`config.mk`:
```
export PLATFORM = sky130hd
export DESIGN_NAME = arbitrate
export DESIGN_NICKNAME = d
export VERILOG_FILES = /design/src/rtl/arbitrate.sv
export SDC_FILE = /design/constraint.sdc
export NUM_CORES = 1
export LEC_CHECK = 0
export CAP_MARGIN = 20
export CORE_MARGIN = 8
export CORE_UTILIZATION = 40
export DETAILED_ROUTE_END_ITERATION = 8
export PLACE_DENSITY = 0.84
export SLEW_MARGIN = 40
export SYNTH_ARGS = -nofsm -noshare
export SYNTH_HDL_FRONTEND = slang
export SYNTH_SLANG_ARGS = --single-unit
```
`constraint.sdc`:
```
create_clock -name clk -period 2.7 [get_ports clk]
set_clock_uncertainty 0.2 [all_clocks]
set_input_delay 0.54 -clock clk [delete_from_list [all_inputs] [get_ports clk]]
set_output_delay 0.54 -clock clk [all_outputs]
set_load 0.03 [all_outputs]
```
`src/rtl/arbitrate.sv`:
```
// N-to-1 arbitrating mux: merges N valid/ready streams into one registered stream tagged {sel, dat}.
// Define ARBITRATE_ROUND_ROBIN_EN for round-robin grant; otherwise fixed priority, lowest index wins.
module arbitrate #(
    parameter int W = 8,
    parameter int N = 4,
    localparam int S = $clog2(N)
) (
    input  logic             clk,
    input  logic             rst,
    input  logic [N*W-1:0]   s_data,
    input  logic [N-1:0]     s_valid,
    output logic [N-1:0]     s_ready,
    output logic [W+S-1:0]   m_data,
    output logic             m_valid,
    input  logic             m_ready
);

    logic         load;
    logic         any;
    logic [S-1:0] g;
    logic [S-1:0] ptr;

    assign load = ~m_valid | m_ready;

    // Search starts at ptr and wraps explicitly, so N need not be a power of two.
    always_comb begin
        int unsigned  idx;
        logic [S-1:0] cand;
        g    = '0;
        any  = 1'b0;
        idx  = 0;
        cand = '0;
        for (int unsigned k = 0; k < N; k++) begin
            idx = ptr + k;
            if (idx >= N) idx = idx - N;
            cand = S'(idx);
            if (!any && s_valid[cand]) begin
                any = 1'b1;
                g   = cand;
            end
        end
    end

    // Gated by reset so no handshake can complete while the block is held in reset.
    always_comb begin
        s_ready = '0;
        if (rst && load && any) s_ready[g] = 1'b1;
    end

    always_ff @(posedge clk or negedge rst) begin
        if (!rst) begin
            m_valid <= 1'b0;
            m_data  <= '0;
        end else if (load) begin
            if (any) begin
                m_valid <= 1'b1;
                m_data  <= {g, s_data[g*W +: W]};
            end else begin
                m_valid <= 1'b0;
            end
        end
    end

`ifdef ARBITRATE_ROUND_ROBIN_EN
    always_ff @(posedge clk or negedge rst) begin
        if (!rst) begin
            ptr <= '0;
        end else if (load && any) begin
            ptr <= (g == S'(N - 1)) ? '0 : g + 1'b1;
        end
    end
`else
    assign ptr = '0;
`endif

endmodule

```
### Yosys cells after proc, flatten, opt, wreduce, memory -nomap -nowiden

Cells that the tools add are included.

| operators by class | value |
|---|---|
| bitwise logic cells | 2 |
| muxes and demuxes | 11 |
| reduce and logical (&&, ||, !) cells | 10 |
| order comparisons | 2 |
| shift-type cells | 1 |

Operator list:

| cell | number |
|---|---|
| $shiftx A32 B6 Y8 | 1 |
| $mux W1 | 7 |
| $logic_and A1 B1 Y1 | 6 |
| $mux W2 | 2 |
| $mux W4 | 1 |
| $logic_not A1 Y1 | 3 |
| $lt A2 B3 Y1 const B | 1 |
| $demux W1 S2 | 1 |
| $ge A2 B1 Y1 const B | 1 |
| $reduce_and A2 Y1 | 1 |
| $not A1 Y1 | 1 |
| $or A1 B1 Y1 | 1 |

| word-level totals | value |
|---|---|
| output and inout port bits | 15 |
| flip-flop bits (word level) | 11 |
| logic and storage cells | 28 |
| bits of input ports | 39 |

### Longest topological paths before layout

Gate-level depths: netlist (run 1).

| logic depth | value |
|---|---|
| depth in word-level cells | 15 |
| gate-level depth with buffers | 5 |
| gate-level depth less buffers | 3 |

### Worst setup path after synthesis (run 1)

Ideal clock, no wire load.

| timing | value |
|---|---|
| path type | input -> output |
| start | input s_valid[0] |
| end | output s_ready[3] |
| required time | 1.960 ns |
| slack | 0.186 ns |
| arrival | 1.774 ns |
| buffers on the path | 2 |
| cell stages on the path | 5 |
| path through | clkbuf_1 buf_6 nor2_1 nand3_1 nor3b_1 |

| on the way | value |
|---|---|
| longest elaborated chain between the ends | 15 |
| elaborated cells between the ends (all ways) | 20 |
| those cells by class | 2 x order compare; 10 x mux; 8 x reduce/logical |

Ends and longest elaborated chain:

| item | RTL line | text |
|---|---|---|
| from (decl) | 11 | `input logic [N-1:0] s_valid,` |
| $mux W1 * | 37 | `if (!any && s_valid[cand]) begin` |
| $logic_not A1 Y1 | 37 |  |
| $logic_and A1 B1 Y1 | 37 |  |
| $mux W1 | 37 |  |
| $logic_not A1 Y1 | 37 |  |
| $logic_and A1 B1 Y1 | 37 |  |
| $mux W1 | 37 |  |
| $logic_not A1 Y1 | 37 |  |
| $logic_and A1 B1 Y1 | 37 |  |
| $mux W2 | 37 |  |
| $lt A2 B3 Y1 (not written as such) / $ge A2 B1 Y1 (equally long branches) | 47 | `if (rst && load && any) s_ready[g] = 1'b1;` |
| $logic_and A1 B1 Y1 (not written as such) | 47 |  |
| $mux W1 (not written as such) | 47 |  |
| $demux W1 S2 | 47 |  |
| $mux W4 * | 47 |  |
| to (decl) | 12 | `output logic [N-1:0] s_ready,` |

Mark *: on every way between the ends. The rest lies on a longest branch, timed or not.

### Final worst setup path (run 1)

| timing | value |
|---|---|
| start | input m_ready |
| end | output s_ready[3] |

| on the way | value |
|---|---|
| longest elaborated chain between the ends | 4 |

Ends and longest elaborated chain:

| item | RTL line | text |
|---|---|---|
| from (decl) | 15 | `input logic m_ready` |
| $or A1 B1 Y1 | 23 | `assign load = ~m_valid \| m_ready;` |
| $logic_and A1 B1 Y1 (2 in series) | 47 |  |
| $mux W4 | 47 |  |

No other way between the ends.

==> impl_metrics.json, run 1 <==
{
  "grt-busiest-layer": "met2",
  "r2r_setup_slack_ns": 1.35,
  "clkSinkCount": 11,
  "ir_drop_uv": 230,
  "grt.total_usage_pct": 13.0,
  "synthTopCellsByArea": "dfrtp_1 30%, a21oi_1 9.2%, a22o_1 7.6%",
  "areaGrowthSynthToFinish_pct": 61.5,
  "die_h_um": 64.1,
  "use_met2_pct": 21.7,
  "crit_start": "m_ready",
  "place_area_mm2": 0.00147,
  "rows": 17,
  "gp_congestion": 0.805,
  "rr_startpoint": "m_valid$_DFFE_PN0P_",
  "cts_buffers": 3,
  "synth_top_area_share_pct": 29.7,
  "slew_viol_final": 0,
  "dieArea_mm2": 0.00411,
  "vias_per_cell": 5.21,
  "pin_count": 54,
  "hp-class": "in -> async",
  "rsz0062_at_grt": "no",
  "cts-root-buf": "clkbuf_4",
  "reg2reg_depth": 4,
  "postSynthAreaPerCell_um2": 8.28,
  "grt_overflow": 0,
  "synth_common_cells": "17 x a21oi_1, 11 x dfrtp_1, 9 x inv_1, 9 x o21ai_0",
  "fin_util_pct": 67.7,
  "drt_iter0_drc": 21,
  "dr.pass1.iters": 5,
  "hpwlAfterDp_um": 2370,
  "ys_warn_count": 0,
  "power_density_mw_per_mm2": 366,
  "hold_buffers": 0,
  "maxCapViolations": 0,
  "initial_utilization_pct": 41.9,
  "drc": 0,
  "clk_pin_slew_ns": 0.07,
  "syn_inst": 112,
  "worstSetupEndpoint": "s_ready[3]",
  "path_class": "in -> out",
  "grt_first_pass_wirelength_um": 4450,
  "cts.repair.resized": 0,
  "hold_viol": 0,
  "grt_max_degree": 25,
  "n_fill_cell": 196,
  "crit_chain": "clkdlybuf4s50_1 -> nand2b_1 -> nand3_1 -> nor3b_1 -> buf_4",
  "syn_nets": 151,
  "ys_seq_elements": 11,
  "cp-start-kind": "input pin",
  "required_ns": 1.96,
  "leakage_nw": 0.663,
  "clock_path_buffers": 2,
  "ant_nets": 0,
  "antenna_cells": 0,
  "via_count": 1010,
  "tightest_slew_ns": 0.373,
  "antenna_found_initial": 0,
  "setup_viol": 0,
  "yosys.area.top_type": "dfrtp_1",
  "post_cts_buffers": 0,
  "die-width_um": 64.1,
  "fmax_mhz": 408,
  "critPathCaptureType": "output port",
  "max_stage_delay_ns": 0.44,
  "synth-async-reset-ratio_pct": 100,
  "slowest_stage": "clkdlybuf4s50_1",
  "tritoncts": "done",
  "regToRegEndpoint": "m_data[8]$_DFFE_PN0P_",
  "final.min_clock_period_ns": 2.45,
  "timing.final.crit_share_pct": 90.8,
  "final_area_mm2": 0.00150,
  "h-tree-depth": 1,
  "status": "complete, no violations",
  "grt_util_met1_pct": 14.6,
  "wl_per_cell_um": 14.1,
  "max_slew_margin_pct": 75.0,
  "clock_latency_ns": 0.26,
  "drive_gt1_share_pct": 15.7,
  "portBuffers": 53,
  "synth_cell_types": 23,
  "yosysMostFrequentCell": "a21oi_1",
  "core-area_mm2": 0.00221,
  "yosysSeqAreaShare_pct": 29.7,
  "fin_nets": 206,
  "netlist_area_um2": 927,
  "ys.flop_type": "dfrtp_1",
  "routed_wl_um": 2740,
  "tns_ns": 0,
  "grtUsageMet3_pct": 3.83,
  "cp.arrival_ns": 1.71,
  "grt_pass1_vias": 1073,
  "crit_path_max_fanout": 6,
  "synth-edff-count": 0
}
==> cell usage in the layout (no fill, tap or decap) <==
| master | instances |
|---|---|
| a22o_1 | 8 |
| o21ai_0 | 9 |
| buf_4 | 12 |
| nand3b_1 | 8 |
| clkdlybuf4s50_1 | 49 |
| nand2b_1 | 2 |
| dfrtp_1 | 11 |
| and2b_2 | 8 |
| and3_1 | 1 |
| o221a_2 | 1 |
| and3b_1 | 8 |
| nor2_1 | 4 |
| or4_1 | 1 |
| a21oi_1 | 17 |
| and2_4 | 1 |
| clkinv_2 | 1 |
| nand2_1 | 1 |
| a31oi_1 | 8 |
| o21a_1 | 1 |
| inv_1 | 9 |
| clkbuf_4 | 3 |
| and4b_1 | 1 |
| nor3b_1 | 1 |
| nand3_1 | 1 |
==> worst max-delay path, delay by kind of cell <==
family                 cells  cell delay, ns
and+or+nand+nor            3            0.53
buffers and inverters      2            0.63
==> cell families after synthesis <==
logic type | count (synthesis) | synth area share (%)
AND/OR/NAND/NOR | 37 | 29.8
flip-flops | 11 | 29.7
AO/OA/AOI/OAI | 44 | 29.0
buffers and inverters | 20 | 11.5
==> through the flow <==
step	power, mW	cells	worst slack (ns)	hold slack, ns
finish	0.548	194	0.248	0.271
global route	0.578	194	0.115	0.265
CTS	0.554	194	0.230	0.267
detailed placement	0.444	190	0.242	0.297
global placement	0.438	190	0.269	0.280
floorplan	0.321	112	0.186	0.0444
==> cell type report <==
cell class | instances | area [um2] | area share [%]
Tap cell | 28 | 35.0 | 2.34
Inverter | 9 | 33.8 | 2.26
Sequential cell | 11 | 275 | 18.4
Clock buffer | 3 | 22.5 | 1.50
Multi-Input combinational cell | 81 | 546 | 36.4
Timing Repair Buffer | 61 | 581 | 38.8
Clock inverter | 1 | 5.00 | 0.334
==> per-layer routing <==
metal | vias to the layer above | routed length, um
li1 | 517 | -
met1 | 452 | 1230
met2 | 39 | 1280
met3 | 2 | 208
met4 | 0 | 22
met5 | - | 0
==> power breakdown <==
part	switching, mW	leakage [nW]	internal, mW
clock	0.0539	0.0177	0.0548
sequential	0.0120	0.121	0.185
combinational	0.113	0.524	0.130
total	0.178	0.663	0.369
==> registers in the layout, indices dropped and copies added, names as in the netlist <==
signal	cells
m_data	10
m_valid	1
==> how the worst min path moves through the flow <==
stage | end | depth (start not counted)
2_1_floorplan | m_data[0]$_DFFE_PN0P_ | 0
3_3_place_gp | m_data[9]$_DFFE_PN0P_ | 1
3_5_place_dp | m_data[9]$_DFFE_PN0P_ | 1
4_1_cts | m_data[8]$_DFFE_PN0P_ | 1
5_1_grt | m_data[8]$_DFFE_PN0P_ | 1
6_report | m_data[8]$_DFFE_PN0P_ | 1
No activity file was read; power rests on OpenSTA's default activity.
==> inputs of run 2 (changes only) <==
SKIP_CTS_REPAIR_TIMING = 1   (was default)
==> results of run 2 <==
Final layout, timing and power as in run 1 (identical DEF).
==> inputs of run 3 (changes only) <==
CORE_UTILIZATION = 50   (was 40)
DONT_BUFFER_PORTS = 1   (was default)
GPL_ROUTABILITY_DRIVEN = 1   (was default)
PLACE_DENSITY = default   (was 0.84)
==> impl_metrics.json, run 3 (synthesis gave the netlist of run 1 again) <==
{
  "grt_pass1_vias": 744,
  "clock_path_buffers": 2,
  "h-tree-depth": 1,
  "dieArea_mm2": 0.00349,
  "portBuffers": 0,
  "grt_max_degree": 31,
  "tightest_slew_ns": 0.464,
  "top_register": "m_data",
  "antenna_cells": 0,
  "use_met2_pct": 19.2,
  "maxCapViolations": 0,
  "critPathCaptureType": "output port",
  "crit_path_max_fanout": 7,
  "fin_nets": 149,
  "wl_per_cell_um": 17.2,
  "largest_reg_flops": 10,
  "dr.pass1.iters": 4,
  "whs_endpoint": "m_data[9]$_DFFE_PN0P_",
  "rr_startpoint": "m_valid$_DFFE_PN0P_",
  "areaGrowthSynthToFinish_pct": 1.89,
  "grt_util_met1_pct": 15.7,
  "tritoncts": "done",
  "final_common_cell": "a21oi_1",
  "gp_congestion": 0.769,
  "top_regs": "m_data (10), m_valid (1)",
  "die_h_um": 59.1,
  "regToRegEndpoint": "m_data[9]$_DFFE_PN0P_",
  "reg2reg_depth": 4,
  "grt_first_pass_wirelength_um": 3460,
  "dp_cells": 129,
  "final_area_um2": 945,
  "pre_cts_ws_ns": 0.686,
  "p_int_uw": 285,
  "power_density_mw_per_mm2": 453,
  "hp-start": "s_valid[1]",
  "clock_latency_ns": 0.26,
  "pwr-share-seq_pct": 56.6,
  "place_area_um2": 908,
  "drt_iter0_drc": 14,
  "hp-class": "in -> reg",
  "vias_per_cell": 5.60,
  "path_class": "reg -> out",
  "r2r_setup_slack_ns": 1.08,
  "required_ns": 1.96,
  "drive_gt1_share_pct": 14.7,
  "grt_overflow": 0,
  "antenna_found_initial": 0,
  "rsz0062_at_grt": "no",
  "max_slew_margin_pct": 68.9,
  "ir_drop_uv": 181,
  "pin_count": 54,
  "core-area_mm2": 0.00175,
  "fin_cells": 134,
  "sw_frac_of_total_pct": 33.4,
  "cts-root-buf": "clkbuf_4",
  "hpwlAfterDp_um": 1900,
  "die-width_um": 59.1,
  "cp.arrival_ns": 1.55,
  "total_power_uw": 427,
  "leakage_nw": 0.428,
  "hold_viol": 0,
  "setup_slack_ns": 0.414,
  "tns_ns": 0,
  "final_cell_mix": "17 x a21oi_1, 11 x dfrtp_1, 9 x inv_1, 9 x o21ai_0",
  "comb_power_share_pct": 18.9,
  "final.min_clock_period_ns": 2.29,
  "setup_viol": 0,
  "clk_pin_slew_ns": 0.07,
  "clkSinkCount": 11,
  "fmax_mhz": 437,
  "ant_nets": 0,
  "grtUsageMet3_pct": 6.29,
  "power_frac_clock_pct": 24.5,
  "status": "complete, no violations",
  "cp-start-kind": "flip-flop",
  "drc": 0,
  "routed_wl_um": 2310,
  "grt-busiest-layer": "met2",
  "p_switching_uw": 143,
  "via_count": 751,
  "min_path_cells": 2,
  "timing.final.crit_share_pct": 84.7,
  "cts_buffers": 3,
  "slew_viol_final": 0,
  "initial_utilization_pct": 53.1,
  "rows": 15,
  "grt.total_usage_pct": 13.0
}
[run 3: cell count changes in the layout (fill, tap and decap cells not counted), sizes merged]
cell / change
buf: -9
dlygate4sd3: +1
clkinv: -1
clkdlybuf4s50: -49
clkbuf: +1
[run 3: power groups by stage]
stage	logic, mW	registers [mW]	clock network (mW)
3_3_place_gp	0.0756	0.245	0
2_1_floorplan	0.0818	0.239	0
3_5_place_dp	0.0769	0.246	0
4_1_cts	0.0770	0.243	0.111
6_report	0.0807	0.242	0.105
5_1_grt	0.0903	0.245	0.123
[run 3: critical path: stages (launching register included)]
cell,delay (ns)
dfrtp_1,0.49
nand2b_1,0.27
nand3_1,0.14
nor3b_1,0.19
buf_4,0.19
[run 3: through the flow]
step / hold slack, ns / util [%]
global placement: 0.0448 / 52.0
CTS: -0.244 / 53.5
global route: 0.237 / 54.1
floorplan: 0.0444 / -
detailed placement: 0.0448 / 52.0
finish: 0.262 / 54.1
[run 3: cell type report]
class	instances	area [um2]
clock buffer	4	26.3
fill	176	801
inverter	9	33.8
multi-input combinational	81	546
sequential	11	275
tap	25	31.3
timing repair buffer	4	32.5
[run 3: worst max-delay path by stage]
| stage | depth (start not counted) | slack [ns] | end | startpoint |
|---|---|---|---|---|
| 6_report | 4 | 0.41 | s_ready[3] | m_valid$_DFFE_PN0P_ |
| 5_1_grt | 4 | 0.32 | s_ready[3] | m_valid$_DFFE_PN0P_ |
| 4_1_cts | 4 | 0.40 | s_ready[3] | m_valid$_DFFE_PN0P_ |
| 3_5_place_dp | 4 | 0.69 | s_ready[3] | m_ready |
| 3_3_place_gp | 4 | 0.70 | s_ready[3] | m_ready |
| 2_1_floorplan | 5 | 0.19 | s_ready[3] | s_valid[0] |
[run 3: per-layer routing]
metal  vias to the layer above  wire, um
met4                         0        17
li1                        397         -
met1                       319      1050
met5                         -         0
met3                         2       250
met2                        33       991
